===== src/rtl/ctrl_pipe.sv =====
// rtl/ctrl_pipe.sv - pipelined control decoder with load-use, flush, stall and halt handling
//
// Purpose:
//   Decodes the ID-stage opcode (WISC 5-bit map) into a control bundle and
//   carries it through ID/EX, EX/MEM and MEM/WB registers. Detects load-use
//   hazards and inserts one bubble, squashes ID on flush, freezes the whole pipe
//   on an external stall, and latches a sticky halt once a halt reaches WB.
//
// Optional feature macro: CTRL_ILLEGAL_TRAP_EN
//   defined   - illegal opcode sets a sticky error and enters the pipe as a halt
//   undefined - error is a one-cycle combinational pulse; the instruction enters
//               as a valid NOP with every control bit cleared
//
// Ports:
//   clk, rst                   clock, asynchronous active-high reset
//   i_id_valid, i_id_opcode    ID instruction present / opcode
//   i_id_rs, i_id_rt           ID source registers
//   i_id_rs_used, i_id_rt_used which sources the ID instruction reads
//   i_id_wr_reg                ID destination register
//   i_flush                    squash ID (branch/jump resolved in EX)
//   i_stall_ext                freeze every stage
//   o_hazard_stall             hold PC and IF/ID this cycle
//   o_ex_*                     EX-stage controls (1 cycle after ID)
//   o_mem_*                    MEM-stage controls (2 cycles after ID)
//   o_wb_*                     WB-stage controls (3 cycles after ID)
//   o_halted                   sticky: a halt reached WB
//   o_err                      illegal opcode indication

module ctrl_pipe #(
    parameter int OPC_W = 5,
    parameter int REG_W = 3
) (
    input  logic             clk,
    input  logic             rst,
    input  logic             i_id_valid,
    input  logic [OPC_W-1:0] i_id_opcode,
    input  logic [REG_W-1:0] i_id_rs,
    input  logic [REG_W-1:0] i_id_rt,
    input  logic             i_id_rs_used,
    input  logic             i_id_rt_used,
    input  logic [REG_W-1:0] i_id_wr_reg,
    input  logic             i_flush,
    input  logic             i_stall_ext,
    output logic             o_hazard_stall,
    output logic             o_ex_valid,
    output logic [OPC_W-1:0] o_ex_aluop,
    output logic             o_ex_alusrc,
    output logic             o_ex_branch,
    output logic             o_ex_jump,
    output logic             o_ex_i1fmt,
    output logic             o_ex_zeroext,
    output logic             o_mem_valid,
    output logic             o_mem_read,
    output logic             o_mem_write,
    output logic             o_wb_valid,
    output logic             o_wb_regwrite,
    output logic             o_wb_memtoreg,
    output logic [REG_W-1:0] o_wb_wr_reg,
    output logic             o_halted,
    output logic             o_err
);

    typedef struct packed {
        logic             valid;
        logic             halt;
        logic [OPC_W-1:0] aluop;
        logic             alusrc;
        logic             branch;
        logic             jump;
        logic             i1fmt;
        logic             zeroext;
        logic             memread;
        logic             memwrite;
        logic             regwrite;
        logic             memtoreg;
        logic [REG_W-1:0] wr_reg;
    } ctrl_t;

    logic [4:0]       w_op;
    logic             w_illegal;
    ctrl_t            w_dec;
    logic             w_hazard;
    logic             w_halted;
    logic             w_id_bubble;

    ctrl_t            r_ex;
    logic             r_mem_valid;
    logic             r_mem_halt;
    logic             r_mem_read;
    logic             r_mem_write;
    logic             r_mem_regwrite;
    logic             r_mem_memtoreg;
    logic [REG_W-1:0] r_mem_wr_reg;
    logic             r_wb_valid;
    logic             r_wb_halt;
    logic             r_wb_regwrite;
    logic             r_wb_memtoreg;
    logic [REG_W-1:0] r_wb_wr_reg;
    logic             r_halted;
`ifdef CTRL_ILLEGAL_TRAP_EN
    logic             r_err;
`endif

    assign w_op = i_id_opcode[4:0];

    // Only opcode bits above the 5-bit map can make an opcode illegal.
    generate
        if (OPC_W > 5) begin : g_wide_opc
            assign w_illegal = |i_id_opcode[OPC_W-1:5];
        end else begin : g_narrow_opc
            assign w_illegal = 1'b0;
        end
    endgenerate

    always_comb begin
        w_dec        = '0;
        w_dec.valid  = 1'b1;
        w_dec.aluop  = i_id_opcode;
        w_dec.wr_reg = i_id_wr_reg;
        casez (w_op)
            5'b00000: w_dec.halt = 1'b1;                       // halt
            5'b00001, 5'b00010, 5'b00011: ;                    // nop, siic, rti
            5'b00100: w_dec.jump = 1'b1;                       // j
            5'b00101: begin                                    // jr
                w_dec.jump   = 1'b1;
                w_dec.alusrc = 1'b1;
            end
            5'b00110: begin                                    // jal
                w_dec.jump     = 1'b1;
                w_dec.regwrite = 1'b1;
            end
            5'b00111: begin                                    // jalr
                w_dec.jump     = 1'b1;
                w_dec.alusrc   = 1'b1;
                w_dec.regwrite = 1'b1;
            end
            5'b010??: begin                                    // addi/subi/xori/andni
                w_dec.alusrc   = 1'b1;
                w_dec.i1fmt    = 1'b1;
                w_dec.regwrite = 1'b1;
                w_dec.zeroext  = w_op[1];                      // xori, andni
            end
            5'b011??: w_dec.branch = 1'b1;                     // beqz/bnez/bltz/bgez
            5'b10000: begin                                    // st
                w_dec.alusrc   = 1'b1;
                w_dec.i1fmt    = 1'b1;
                w_dec.memwrite = 1'b1;
            end
            5'b10001: begin                                    // ld
                w_dec.alusrc   = 1'b1;
                w_dec.i1fmt    = 1'b1;
                w_dec.memread  = 1'b1;
                w_dec.regwrite = 1'b1;
                w_dec.memtoreg = 1'b1;
            end
            5'b10010: begin                                    // slbi
                w_dec.alusrc   = 1'b1;
                w_dec.zeroext  = 1'b1;
                w_dec.regwrite = 1'b1;
            end
            5'b10011: begin                                    // stu (writes rs back)
                w_dec.alusrc   = 1'b1;
                w_dec.i1fmt    = 1'b1;
                w_dec.memwrite = 1'b1;
                w_dec.regwrite = 1'b1;
            end
            5'b101??: begin                                    // roli/slli/rori/srli
                w_dec.alusrc   = 1'b1;
                w_dec.i1fmt    = 1'b1;
                w_dec.regwrite = 1'b1;
            end
            5'b11000: begin                                    // lbi
                w_dec.alusrc   = 1'b1;
                w_dec.regwrite = 1'b1;
            end
            default: w_dec.regwrite = 1'b1;                    // R-format 11001..11111
        endcase

        if (w_illegal) begin
            w_dec       = '0;
            w_dec.valid = 1'b1;
`ifdef CTRL_ILLEGAL_TRAP_EN
            w_dec.halt  = 1'b1;
`endif
        end
    end

    // A load in EX whose destination the ID instruction reads.
    assign w_hazard = r_ex.valid & r_ex.memread & r_ex.regwrite & i_id_valid &
                      ((i_id_rs_used & (i_id_rs == r_ex.wr_reg)) |
                       (i_id_rt_used & (i_id_rt == r_ex.wr_reg)));

    // Halt is visible in the same cycle it sits valid in WB.
    assign w_halted    = r_halted | (r_wb_valid & r_wb_halt);
    assign w_id_bubble = ~i_id_valid | i_flush | w_hazard | w_halted;

    always_ff @(posedge clk or posedge rst) begin
        if (rst) begin
            r_ex           <= '0;
            r_mem_valid    <= 1'b0;
            r_mem_halt     <= 1'b0;
            r_mem_read     <= 1'b0;
            r_mem_write    <= 1'b0;
            r_mem_regwrite <= 1'b0;
            r_mem_memtoreg <= 1'b0;
            r_mem_wr_reg   <= '0;
            r_wb_valid     <= 1'b0;
            r_wb_halt      <= 1'b0;
            r_wb_regwrite  <= 1'b0;
            r_wb_memtoreg  <= 1'b0;
            r_wb_wr_reg    <= '0;
            r_halted       <= 1'b0;
`ifdef CTRL_ILLEGAL_TRAP_EN
            r_err          <= 1'b0;
`endif
        end else begin
            r_halted <= w_halted;
`ifdef CTRL_ILLEGAL_TRAP_EN
            if (i_id_valid & w_illegal) begin
                r_err <= 1'b1;
            end
`endif
            if (!i_stall_ext) begin
                r_ex           <= w_id_bubble ? '0 : w_dec;
                r_mem_valid    <= r_ex.valid;
                r_mem_halt     <= r_ex.halt;
                r_mem_read     <= r_ex.memread;
                r_mem_write    <= r_ex.memwrite;
                r_mem_regwrite <= r_ex.regwrite;
                r_mem_memtoreg <= r_ex.memtoreg;
                r_mem_wr_reg   <= r_ex.wr_reg;
                r_wb_valid     <= r_mem_valid;
                r_wb_halt      <= r_mem_halt;
                r_wb_regwrite  <= r_mem_regwrite;
                r_wb_memtoreg  <= r_mem_memtoreg;
                r_wb_wr_reg    <= r_mem_wr_reg;
            end
        end
    end

    // Combinational outputs are forced low while reset is held.
    assign o_hazard_stall = ~rst & (i_stall_ext | (w_hazard & ~i_flush));

    assign o_ex_valid    = r_ex.valid;
    assign o_ex_aluop    = r_ex.aluop;
    assign o_ex_alusrc   = r_ex.alusrc;
    assign o_ex_branch   = r_ex.branch;
    assign o_ex_jump     = r_ex.jump;
    assign o_ex_i1fmt    = r_ex.i1fmt;
    assign o_ex_zeroext  = r_ex.zeroext;
    assign o_mem_valid   = r_mem_valid;
    assign o_mem_read    = r_mem_read;
    assign o_mem_write   = r_mem_write;
    assign o_wb_valid    = r_wb_valid;
    assign o_wb_regwrite = r_wb_regwrite;
    assign o_wb_memtoreg = r_wb_memtoreg;
    assign o_wb_wr_reg   = r_wb_wr_reg;
    assign o_halted      = w_halted;

`ifdef CTRL_ILLEGAL_TRAP_EN
    assign o_err = r_err | (~rst & i_id_valid & w_illegal);
`else
    assign o_err = ~rst & i_id_valid & w_illegal;
`endif

endmodule


===== config.mk =====
export PLATFORM = sky130hd
export DESIGN_NAME = ctrl_pipe
export DESIGN_NICKNAME = d
export VERILOG_FILES = /design/src/rtl/ctrl_pipe.sv
export SDC_FILE = /design/constraint.sdc
export NUM_CORES = 1
export LEC_CHECK = 0
export ABC_AREA = 0
export BUFFER_PORTS_ARGS = -buffer_cell sky130_fd_sc_hd__buf_2
export CORE_ASPECT_RATIO = 0.8
export CORE_MARGIN = 8
export CORE_UTILIZATION = 24
export CTS_CLUSTER_DIAMETER = 80
export CTS_CLUSTER_SIZE = 10
export DETAILED_ROUTE_END_ITERATION = 10
export HOLD_SLACK_MARGIN = 0.08
export PLACE_DENSITY = 0.4
export SETUP_SLACK_MARGIN = 0.4
export SYNTH_ARGS = -nofsm -noshare
export SYNTH_HDL_FRONTEND = slang
export SYNTH_SLANG_ARGS = --single-unit

===== constraint.sdc =====
create_clock -name clk -period 4.3 [get_ports clk]
set_input_delay 0.645 -clock clk [delete_from_list [all_inputs] [get_ports clk]]
set_output_delay 0.645 -clock clk [all_outputs]
set_load 0.05 [all_outputs]

==> flow_metrics.tcl <==
set metrics [dict create \
    h-tree-depth 2 \
    ir_drop_uv 91.22 \
    fin_crit_ps 2385 \
    drc 0 \
    cp-start-kind "register" \
    initial_core_util_pct 24.34 \
    switchingPower_uw 217.8 \
    ant_nets 0 \
    via_per_inst 4.364 \
    sw_frac_of_total_pct 27.89 \
    largest_reg_flops 7 \
    routed_wl_mm 3.820 \
    fmax_mhz 419.3 \
    fp.dieH_um 90.23 \
    clkTransAtPathRegs_ps 70 \
    grt_pass1_wl_mm 6.499 \
    wl_per_cell_um 14.04 \
    synthAdderAreaFrac_pct 0 \
    cts_resized 0 \
    vias 1187 \
    ioPinCount 44 \
    endpoint_kind "output port" \
    grt_antenna_before_repair 0 \
    grt.busiest_layer "met2" \
    power_density_nw_per_um2 393.6 \
    yosys_register_bits 34 \
    die_x_um 108.8 \
    seq_area_frac_synth_pct 51.48 \
    finalClockSkew_ps 8.076 \
    critical_path_class "reg -> out" \
    relSlewSlack_pct 52.93 \
    hpwl_mm 2.705 \
    met2_usage_pct 12.03 \
    dr.pass1.iters 2 \
    met1_usage_pct 10.59 \
    syn_area_per_cell_um2 11.02 \
    min_period_over_period_pct 55.46 \
    pwr-share-seq_pct 44.7 \
    synth-compound-area-share_pct 11.96 \
    muxShareOfSynthArea_pct 10.22 \
    clk-insertion-delay-late_ps 280 \
    slew_viol_final 0 \
    instances_no_fill 272 \
    clockBufferDepth 2 \
    intPower_uw 563.2 \
    synth.cell_area_um2 1653 \
    post_cts_buffers 0 \
    portBuffers 42 \
    grt_pass1_vias 1322 \
    ys_warn_count 0 \
    final_nets 206 \
    core-area_um2 6790 \
    hold_viol_final 0 \
    dp_cells 265 \
    ys_types 33 \
    n_fill_cell 736 \
    die_area_um2 9815 \
    setup_slack_ps 1915 \
    grt_util_met3_pct 4.208 \
    min_path_type "in -> async" \
    cp_max_fo 4 \
    hold_ws_ps 457.2 \
    clock_sinks 34 \
    place_ws_ps 1928 \
    finalPower_uw 781.0 \
    setup_tns_ps 0 \
    syn-num-nets 171 \
    critPathArrivalTime_ps 1740 \
    core.rowCount 27 \
    drive_gt1_share_pct 42.16 \
    cts-root-buf "clkbuf_8" \
    cts_hold_buf 0 \
    drv_cap 0 \
    yosys.area_share.simple_pct 15.44 \
    numCtsBuffers 5 \
    grt_max_degree 36 \
    antennaDiodeCount 0 \
    syn_inst 150 \
    setup_viol 0 \
    status "finished clean" \
    gp_congestion 0.7195 \
    synth_top_family_by_area "simple AND/OR/NAND/NOR gates" \
    tightest_slew_ps 704.5 \
    syn_to_final_growth_pct 20.06 \
    cts_tree "built" \
    synth-xor-area-share_pct 3.709 \
    overflow 0 \
    regMostFlops "r_ex" \
    p_comb_share_pct 17.0 \
    rsz0062_at_grt "no" \
    drt_iter0_markers 10 \
    grt_usage_pct 8.381 \
    required_ps 3650 \
    p_leak_nw 0.9608 \
    p_clk_share_pct 38.3 \
]
cells in the final DEF (no fill, tap or decap), types with 2 or more instances in the layout:
cell type  Yosys  final
a21oi_1        2      2
mux2_2        15     15
nand2b_1       4      4
nor2_1         3      3
buf_2          4     42
o41ai_1        2      2
dfrtp_1       34     34
nand2_1       30     30
o21ai_0        3      3
clkbuf_8       0      6
o31ai_1        2      2
xnor2_1        7      7
inv_1          2      2
nand4_1        4      4
or4b_1         2      2
o21ai_2       11     11
nand3_1        2      2
cell type report:
cell class / instances / area, µm² / area share (%)
Timing Repair Buffer: 43 / 217.7 / 10.97
Sequential cell: 34 / 850.8 / 42.88
Tap cell: 87 / 108.9 / 5.485
Clock buffer: 6 / 82.58 / 4.161
Multi-Input combinational cell: 99 / 686.9 / 34.62
Clock inverter: 1 / 30.03 / 1.513
Inverter: 2 / 7.507 / 0.3783
cells in the mapped netlist:
master	count	area, µm²
a211oi_1	1	7.510
xnor2_1	7	61.31
buf_12	1	20.02
nand3b_1	1	7.510
nand3_1	2	10.01
o21a_1	1	7.510
nand4b_1	1	8.760
buf_6	1	11.26
and3_1	1	6.260
o21ai_0	3	15.01
nor2_1	3	11.26
a21oi_4	1	16.27
nor3b_1	1	7.510
conb_1	1	3.750
buf_4	6	45.04
inv_1	2	7.510
buf_2	4	20.02
a21oi_1	2	10.01
nand2_1	30	112.6
o41ai_1	2	17.52
o211ai_1	1	7.510
or4b_1	2	20.02
buf_1	1	3.750
or3b_1	1	8.760
clkbuf_1	2	7.510
o21ai_2	11	96.34
mux2_2	15	168.9
nand4_1	4	25.02
dfrtp_1	34	850.8
nand4_2	1	12.51
nand2b_1	4	25.02
o21ai_1	1	5.000
o31ai_1	2	15.01
worst max-delay path, stage by stage, from the launching register on:
cell,delay (ps)
dfrtp_1,440
xnor2_1,210
nand4_2,160
a211oi_1,250
o21a_1,130
buf_2,260
routing by layer:
metal  part of all wire, %  vias up  routed length, µm
met1                    48      565               1827
met5                     0        -                  0
met4                   1.0        0                 39
li1                      -      585                  -
met2                    41       32               1577
met3                   9.8        5                376
power groups by stage:
stage | Clock [mW] | Combinational [mW] | Sequential [mW]
final | 0.299 | 0.133 | 0.349
after global routing | 0.327 | 0.144 | 0.352
after CTS | 0.312 | 0.136 | 0.349
after detailed placement | 0 | 0.135 | 0.356
after global placement | 0 | 0.135 | 0.356
after floorplan | 0 | 0.0724 | 0.385
cell families (layout without fill, tap and decap cells):
group,count (synthesis),in the layout
simple gates,51,51
flops,34,34
compound gates,25,25
buf+inv,17,52
mux,15,15
xor+xnor,7,7
other cells,1,1
worst paths after layout:
path                                              to                start  slack (ps)  cells past startpoint
max                                   o_hazard_stall  r_ex[0]$_DFFE_PP0N_        1920                      5
min                        o_wb_memtoreg$_DFFE_PP0N_                  rst         460                      3
max reg2reg                      r_ex[5]$_DFFE_PP0N_  r_ex[0]$_DFFE_PP0N_        2520                      4
min reg2reg                       r_halted$_DFF_PP0_   r_halted$_DFF_PP0_         480                      2
max in group asynchronous  o_ex_aluop[0]$_DFFE_PP0N_                  rst        3520                      3
min in group clk                  r_halted$_DFF_PP0_   r_halted$_DFF_PP0_         480                      2
through the flow:
stage,cell area (µm²),util [%]
after global routing,1984,29.22
after detailed placement,1872,27.57
after floorplan,1653,-
final,1984,29.22
after CTS,1984,29.22
after global placement,1872,27.57
Note: power is estimated with default switching activity, not from simulation.
